## config.mk

```make
export PLATFORM = sky130hd
export DESIGN_NAME = carrega_matrizes
export DESIGN_NICKNAME = d
export VERILOG_FILES = /design/src/rtl/coproc_pkg.sv /design/src/rtl/empacota_matriz.sv /design/src/rtl/carrega_matrizes.sv
export SDC_FILE = /design/constraint.sdc
export NUM_CORES = 1
export LEC_CHECK = 0
export BUFFER_PORTS_ARGS = -buffer_cell sky130_fd_sc_hd__buf_2
export CAP_MARGIN = 20
export CORE_ASPECT_RATIO = 1.75
export CORE_MARGIN = 3
export CORE_UTILIZATION = 48
export CTS_CLUSTER_DIAMETER = 120
export DETAILED_ROUTE_END_ITERATION = 12
export PLACE_DENSITY = 0.86
export SLEW_MARGIN = 15
export SYNTH_ARGS = -nofsm -noshare
export SYNTH_HDL_FRONTEND = slang
export SYNTH_HIERARCHICAL = 1
export SYNTH_SLANG_ARGS = --single-unit
export TNS_END_PERCENT = 1
```

## constraint.sdc

```tcl
create_clock -name clk -period 2 [get_ports clk]
set_clock_uncertainty 0.2 [all_clocks]
set_input_delay 0.4 -clock clk [delete_from_list [all_inputs] [get_ports clk]]
set_output_delay 0.4 -clock clk [all_outputs]
set_load 0.05 [all_outputs]
```

## src/rtl/coproc_pkg.sv

```systemverilog
// Shared coprocessor definitions: operand widths and the loader state set.
// The ALU stages import this package so their operand widths match the loader's.
package coproc_pkg;

    localparam int ELEM_W = 8;                // width of one matrix element and of the scalar
    localparam int DIM    = 5;                // square matrix dimension
    localparam int N_ELEM = DIM * DIM;        // elements per matrix
    localparam int MAT_W  = N_ELEM * ELEM_W;  // packed matrix width
    localparam int CNT_W  = $clog2(N_ELEM);   // element index width

    typedef enum logic [2:0] {
        IDLE,
        LOAD_A,
        LOAD_B,
        LOAD_ESC,
        DONE
    } carga_estado_t;

    // True when the index addresses the last element of a matrix.
    function automatic logic is_last_elem(input logic [CNT_W-1:0] idx);
        return idx == CNT_W'(N_ELEM - 1);
    endfunction

endpackage

```

## src/rtl/empacota_matriz.sv

```systemverilog
// Counter-indexed byte writer: stores one element into a packed row-major matrix
// register. Element k occupies bits [k*ELEM_W +: ELEM_W].
module empacota_matriz
    import coproc_pkg::*;
(
    input  logic              clk,
    input  logic              rst,
    input  logic              we,
    input  logic [CNT_W-1:0]  idx,
    input  logic [ELEM_W-1:0] data,
    output logic [MAT_W-1:0]  mat
);

    // Write the addressed element on an enabled beat; untouched elements hold.
    always_ff @(posedge clk) begin
        // NOTE: the operand register is cleared on reset because it drives an output
        // that must read 0 after reset; it is a small flop bank, not a RAM.
        if (rst) begin
            mat <= '0;
        end else begin
            for (int k = 0; k < N_ELEM; k++) begin
                if (we && idx == CNT_W'(k)) begin
                    mat[k*ELEM_W +: ELEM_W] <= data;
                end
            end
        end
    end

endmodule

```

## src/rtl/carrega_matrizes.sv

```systemverilog
// Operand loader for the matrix ALU. Assembles a byte stream into matrix A, then
// either matrix B or the scalar, and flags when the operands are complete.
// Optional feature: define CARREGA_ABORT_EN to add the 'abort' input, which
// cancels an in-progress load and returns to IDLE.
module carrega_matrizes
    import coproc_pkg::*;
(
    input  logic              clk,
    input  logic              rst,
    input  logic              start,
    input  logic              op_escalar,
`ifdef CARREGA_ABORT_EN
    input  logic              abort,
`endif
    input  logic              in_valid,
    input  logic [ELEM_W-1:0] in_data,
    output logic              in_ready,
    output logic [MAT_W-1:0]  matriz_a,
    output logic [MAT_W-1:0]  matriz_b,
    output logic [ELEM_W-1:0] data_escalar,
    output logic              matrizes_prontas,
    output logic              done
);

    carga_estado_t    state;
    carga_estado_t    state_next;
    logic             op_q;         // 1 = second operand is the scalar
    logic [CNT_W-1:0] cnt;          // element index within the current matrix
    logic             abort_req;
    logic             beat;         // a byte is transferred this cycle
    logic             last_elem;
    logic             accept_start;
    logic             we_a;
    logic             we_b;
    logic             we_esc;

`ifdef CARREGA_ABORT_EN
    assign abort_req = abort;
`else
    assign abort_req = 1'b0;
`endif

    // An abort discards a beat presented in the same cycle.
    assign beat      = in_valid && in_ready && !abort_req;
    assign last_elem = is_last_elem(cnt);

    // Next-state decode and per-register write enables.
    always_comb begin
        // NOTE: every signal gets a default before the case so no path leaves
        // one unassigned, which would infer a latch.
        state_next   = state;
        accept_start = 1'b0;
        we_a         = 1'b0;
        we_b         = 1'b0;
        we_esc       = 1'b0;
        case (state)
            IDLE, DONE: begin
                if (start) begin
                    accept_start = 1'b1;
                    state_next   = LOAD_A;
                end
            end
            LOAD_A: begin
                we_a = beat;
                if (abort_req) begin
                    state_next = IDLE;
                end else if (beat && last_elem) begin
                    state_next = op_q ? LOAD_ESC : LOAD_B;
                end
            end
            LOAD_B: begin
                we_b = beat;
                if (abort_req) begin
                    state_next = IDLE;
                end else if (beat && last_elem) begin
                    state_next = DONE;
                end
            end
            LOAD_ESC: begin
                we_esc = beat;
                if (abort_req) begin
                    state_next = IDLE;
                end else if (beat) begin
                    state_next = DONE;
                end
            end
            default: state_next = IDLE;
        endcase
    end

    // State register plus registered decodes of the next state.
    always_ff @(posedge clk) begin
        // NOTE: sequential state uses non-blocking assignments so every flop
        // samples pre-edge values regardless of statement order.
        if (rst) begin
            state            <= IDLE;
            in_ready         <= 1'b0;
            done             <= 1'b0;
            matrizes_prontas <= 1'b0;
        end else begin
            state            <= state_next;
            in_ready         <= (state_next == LOAD_A) || (state_next == LOAD_B) ||
                                (state_next == LOAD_ESC);
            done             <= (state_next == DONE) && (state != DONE);
            matrizes_prontas <= (state_next == DONE);
        end
    end

    // Operation latch, sampled only when a start is honoured.
    always_ff @(posedge clk) begin
        if (rst) begin
            op_q <= 1'b0;
        end else if (accept_start) begin
            op_q <= op_escalar;
        end
    end

    // Element counter: restarts on start and after the last element, never wraps past it.
    always_ff @(posedge clk) begin
        if (rst) begin
            cnt <= '0;
        end else if (accept_start) begin
            cnt <= '0;
        end else if (we_a || we_b) begin
            cnt <= last_elem ? '0 : cnt + 1'b1;
        end
    end

    // Scalar operand register, written only on its own beat.
    always_ff @(posedge clk) begin
        if (rst) begin
            data_escalar <= '0;
        end else if (we_esc) begin
            data_escalar <= in_data;
        end
    end

    empacota_matriz u_matriz_a (
        .clk  (clk),
        .rst  (rst),
        .we   (we_a),
        .idx  (cnt),
        .data (in_data),
        .mat  (matriz_a)
    );

    empacota_matriz u_matriz_b (
        .clk  (clk),
        .rst  (rst),
        .we   (we_b),
        .idx  (cnt),
        .data (in_data),
        .mat  (matriz_b)
    );

endmodule
```

==> results.toml, run 1 <==
[outcome]
status = "complete, no violations"

[worst_setup_path]
cpMaxStageDelayCell = "and4bb_2"
path_buf_inv = 0
crit_path_end_kind = "flop"
arrival_ps = 2140
cpPeakStageDelay_ps = 350
cp.depth = 5
critical_path_class = "reg -> reg"
ff2ff_path_depth = 5
critical_path.startpoint_type = "flop"
cp_top_family = "simple AND/OR/NAND/NOR gates"
crit_path_cell_trace = "and3b_2, and3_4, and4bb_2, nand2_2, mux2i_1"
critPathMaxFanout = 8
crit_required_ps = 2190

[floorplan]
rows = 89
fp.dieArea_um2 = 36900
start_util_pct = 49.0
fp.dieH_um = 252
ios = 424
die_w_um = 146
core_area_um2 = 33900

[layout]
multi_input_area_um2 = 7670
nets = 1928
area_growth_pct = 25.6
drive_above_1_share_pct = 31.5
diodes = 0
final.fill_count = 2749
final-seq-area_um2 = 8410

[clock_tree]
clk_latency_ps = 530
cts-root-buf = "clkbuf_16"
h-tree-depth = 2
clkTransAtPathRegs_ps = 70
cts.sinks = 420
clockBufferDepth = 3
cts_tree = "done"
numCtsBuffers = 38

[synth]
yosys-top-cells-count = "420 x dfxtp_1, 417 x nand2b_1, 404 x mux2i_1"
synth_simple_gate_area_share_pct = 20.8
synth-edff-count = 0
yosys_register_bits = 420
ys.flop_type = "dfxtp_1"
syn_inst = 1506
ys_seq_area_share_pct = 50.7
synth-compound-area-share_pct = 0.657
ys_warn_count = 6
muxShareOfSynthArea_pct = 24.4
synthArstFlopShare_pct = 0
synth-adder-area-share_pct = 0.151
synth_area_um2 = 16600
synth_area_leaders = "dfxtp_1 51%, mux2i_1 24%, nand2b_1 16%"
yosysUniqueCellTypes = 41
avgSynthCellArea_um2 = 11.0
synthXorXnorAreaFrac_pct = 0.106
synth_top_family_by_area = "multiplexers"
netlist.area_leader.share_pct = 50.7
synth_nets = 1521
yosysTopAreaCell = "dfxtp_1"
yosysMostFrequentCell = "dfxtp_1"

[power]
clkPwrFrac_pct = 45.7
power.switching_mw = 3.53
intPower_mw = 13.1
leakagePower_nw = 11.5
pwr-share-seq_pct = 50.5
pwr-share-comb_pct = 3.9
vdd_drop_max_mv = 0.670
switching_share_pct = 21.2
power.density_nw_per_um2 = 798

[sta]
max_freq_ghz = 0.515
rsz0062_at_grt = "true"
finalCriticalPeriod_ps = 1940
finalHoldViolCount = 0
finalSetupViolCount = 0
holdWs_ps = 63.0
slew_headroom_pct = 63.0
worst_pin_slew_ps = 555
finalSetupTns_ps = 0
slew_viol_final = 0
finalCritPeriodShare_pct = 97.1

[route]
post_drt_wl_per_cell_um = 19.7
drt_iter0_drc = 414
vias_per_cell = 5.12
drtAntennaViolNets = 0
num_vias = 12274
drt_first_pass_iters = 5
route.final.wire_length_um = 47200
drcViolationCount = 0

[placement]
globalplace.congestion = 0.816
portBuffers = 423
dpl.hpwl_um = 32900

[global_route]
grt_antenna_before_repair = 1
overflow = 0
grt_max_degree = 101
grt_pass1_vias = 12814
grt_pass1_wl_um = 72100
track_usage_pct = 24.5

[hold_path]
hold_path_class = "in -> reg"
whs_path_depth = 3

[run]
drv_cap = 0
layout by cell type (no fill, tap or decap), types with 3 or more instances in the layout:
| master | netlist | routed |
|---|---|---|
| dfxtp_1 | 420 | 418 |
| a21oi_1 | 14 | 14 |
| nand3_1 | 3 | 3 |
| nand2_1 | 21 | 21 |
| buf_4 | 0 | 32 |
| nor2b_1 | 6 | 5 |
| bufinv_16 | 0 | 3 |
| nand2b_1 | 417 | 417 |
| dlygate4sd3_1 | 0 | 10 |
| buf_12 | 0 | 19 |
| clkinvlp_4 | 0 | 3 |
| clkbuf_16 | 0 | 42 |
| clkbuf_1 | 93 | 8 |
| clkinv_2 | 0 | 5 |
| mux2i_1 | 404 | 404 |
| nor2_1 | 8 | 8 |
| clkbuf_8 | 1 | 7 |
| and2_1 | 4 | 3 |
| inv_1 | 4 | 4 |
| and4b_2 | 3 | 3 |
| buf_2 | 9 | 422 |
| nand2_2 | 46 | 45 |
| and4bb_2 | 6 | 6 |
sequential cells by signal (all words and copies together) (netlist names):
register / cells
state: 3
op_q: 1
data_escalar: 8
in_ready: 1
cnt: 5
u_matriz_b/mat: 200
matrizes_prontas: 1
u_matriz_a/mat: 200
done: 1
final timing paths:
check / startpoint / slack, ps / end
worst min-delay path: in_valid / 60 / state[0]
worst max register to register: state[2] / 60 / u_matriz_b/mat[36]
worst max-delay path: state[2] / 60 / u_matriz_b/mat[36]
worst min register to register: data_escalar[3] / 260 / data_escalar[3]
layout make-up:
class                           count  share of cell area [%]
Clock inverter                     11                   0.661
Inverter                            4                  0.0721
Timing Repair Buffer              484                    13.7
Tap cell                          455                    2.74
Clock buffer                       56                    5.59
Multi-Input combinational cell    965                    36.8
Sequential cell                   420                    40.4
per-layer routing:
metal / vias to the layer above / part of all wire [%] / GRT usage (%)
met5: - / 0.028 / 0
met4: 2 / 5.1 / 12.7
met3: 136 / 6.2 / 6.13
met2: 437 / 52 / 45.6
met1: 5928 / 36 / 25.1
li1: 5771 / - / -
power by group through the flow:
stage	clock, mW	combinational (mW)	sequential, mW
floorplan	0	0.368	8.58
global placement	0	0.614	8.57
detailed placement	0	0.621	8.57
CTS	7.77	0.637	8.37
global route	8.04	0.671	8.37
finish	7.59	0.640	8.38
stage by stage:
stage / setup WS [ps] / area [um2] / power, mW / instances / utilization (%)
floorplan: -3.37 / 16600 / 8.95 / 1506 / -
global placement: -98.8 / 19400 / 9.18 / 2317 / 57.3
detailed placement: -167 / 19400 / 9.19 / 2317 / 57.3
CTS: -74.2 / 20800 / 16.8 / 2394 / 61.4
global route: -28.9 / 20800 / 17.1 / 2395 / 61.5
finish: 57.3 / 20800 / 16.6 / 2395 / 61.5
what timing repair did:
item,CTS,global route
buffers inserted,0,1
hold endpoints to repair,11,0
setup endpoints to repair,66,92
hold buffers,10,0
gates resized for setup,1,3
worst reg2reg max path: cells and delay by family, from the launching register on:
family        cells  cell delay (ps)
simple gates      4             1080
mux               1              200
flops             1              340
cell families after synthesis:
| group | count (synthesis) |
|---|---|
| simple gates | 539 |
| flops | 420 |
| mux | 404 |
| buf+inv | 121 |
| compound gates | 18 |
| xor+xnor | 2 |
| fa+ha+maj | 2 |
Power figures use the tool's default switching activity.
==> run 2: changes to the inputs <==
- RECOVER_POWER: unset -> 100
==> run 2 against run 1 <==
Net effect:
- maximum frequency about the same
- register-to-register slack about the same
- largest power group unchanged
- via count is the same
- worst hold slack about the same
- wire length about the same
- critical endpoint unchanged
- critical path type unchanged
==> results.toml, run 2 (synthesis gave the netlist of run 1 again) <==
[sta]
finalCritPeriodShare_pct = 97.2
rsz0062_at_grt = "true"
slew_headroom_pct = 63.0
worst_pin_slew_ps = 555
finalCriticalPeriod_ps = 1940
finalSetupViolCount = 0
max_freq_ghz = 0.515
finalWorstSetupSlack_ps = 56.6
slew_viol_final = 0
finalHoldViolCount = 0

[route]
drt_first_pass_iters = 5
vias_per_cell = 5.12
drcViolationCount = 0
drtAntennaViolNets = 0
drt_iter0_drc = 407
post_drt_wl_per_cell_um = 19.7
num_vias = 12274
route.final.wire_length_um = 47200

[placement]
placed_area_um2 = 19400
dp_slack_ps = -167
globalplace.congestion = 0.816
portBuffers = 423
dpl.hpwl_um = 32900

[worst_setup_path]
critPathMaxFanout = 8
crit_path_end_kind = "flop"
r2r_setup_slack_ps = 60
critical_path.startpoint_type = "flop"
crit_path_cell_trace = "and3b_2, and3_4, and4bb_2, nand2_2, mux2i_1"
reg2reg_from = "state[2]"
cpMaxStageDelayCell = "and4bb_2"
critical_path_class = "reg -> reg"
cpPeakStageDelay_ps = 350
arrival_ps = 2140
ff2ff_path_depth = 5
crit_required_ps = 2190
r2r-end = "u_matriz_b/mat[36]"

[global_route]
grt_pass1_wl_um = 72100
track_usage_pct = 24.5
grt_max_degree = 101
grt_pass1_vias = 12814
overflow = 0
grt_antenna_before_repair = 1

[hold_path]
hold_end = "state[0]"
whs_path_depth = 3
hold_path_class = "in -> reg"
worstHoldStart = "in_valid"

[floorplan]
die_w_um = 146
fp.dieH_um = 252
ios = 424
fp.dieArea_um2 = 36900
start_util_pct = 49.0
core_area_um2 = 33900
rows = 89

[clock_tree]
clockBufferDepth = 3
cts-root-buf = "clkbuf_16"
numCtsBuffers = 38
clkTransAtPathRegs_ps = 60
cts_tree = "done"
cts.sinks = 420
clk_latency_ps = 530
h-tree-depth = 2

[layout]
area_growth_pct = 25.5
final_common_cell = "buf_2"
layout_common_cells = "422 x buf_2, 418 x dfxtp_1, 417 x nand2b_1"
final.fill_count = 2751
post-route-util_pct = 61.4
drive_above_1_share_pct = 31.4
nets = 1928
top_regs = "u_matriz_a/mat: 200 flops, u_matriz_b/mat: 200 flops, data_escalar: 8 flops"
diodes = 0
final_cell_area_um2 = 20800

[run]
drv_cap = 0

[power]
power.density_nw_per_um2 = 798
leakagePower_nw = 11.5
vdd_drop_max_mv = 0.670

[outcome]
status = "complete, no violations"
==> run 2: how the worst max path moves through the flow <==
stage | cells after the start | start | to | slack, ps
5_1_grt | 5 | state[2] | u_matriz_b/mat[36] | -30
6_report | 5 | state[2] | u_matriz_b/mat[36] | 60
4_1_cts | 6 | state[2] | u_matriz_b/mat[26] | -70
2_1_floorplan | 7 | in_ready | u_matriz_b/mat[24] | -3
3_3_place_gp | 6 | in_valid | u_matriz_b/mat[17] | -100
3_5_place_dp | 7 | in_valid | u_matriz_b/mat[26] | -170
==> run 2: repair_timing <==
item,4_1_cts,5_1_grt
cloned,0,0
setup endpoints to repair,66,92
hold buffers,10,0
endpoints found under the hold margin,11,0
buffers inserted,0,1
resized for setup,1,3
==> run 2: power by group <==
part	leakage, nW	switching (mW)	total [mW]	internal (mW)
sequential	3.38	0.00722	8.37	8.37
clock	0.633	3.16	7.59	4.43
combinational	7.50	0.365	0.637	0.272
==> run 2: final cells by class <==
| type | count | area, um2 | share of cell area (%) |
|---|---|---|---|
| sequential | 420 | 8410 | 40.4 |
| multi-input combinational | 965 | 7650 | 36.8 |
| timing repair buffer | 484 | 2850 | 13.7 |
| clock buffer | 56 | 1160 | 5.59 |
| tap | 455 | 569 | 2.74 |
| clock inverter | 11 | 138 | 0.662 |
| inverter | 4 | 15.0 | 0.0722 |
==> run 2: per-stage QoR <==
stage	cells	hold WS (ps)	power [mW]	TNS [ps]
CTS	2394	22.4	16.8	-649
global route	2395	37.1	17.1	-302
finish	2395	62.6	16.6	0
floorplan	1506	269	8.95	-20.2
global placement	2317	242	9.18	-5590
detailed placement	2317	247	9.19	-13190
==> run 2: metal layers <==
metal / global-route usage [%] / vias to the layer above / routed length [um]
li1: - / 5771 / -
met1: 25.1 / 5928 / 17000
met2: 45.6 / 438 / 24800
met3: 6.13 / 135 / 2960
met4: 12.7 / 2 / 2390
met5: 0 / - / 13
==> run 2: critical path: cells and delay by family (launching register included) <==
kind,cells,cell delay [ps]
AND/OR/NAND/NOR,4,1080
flip-flops,1,340
multiplexers,1,200
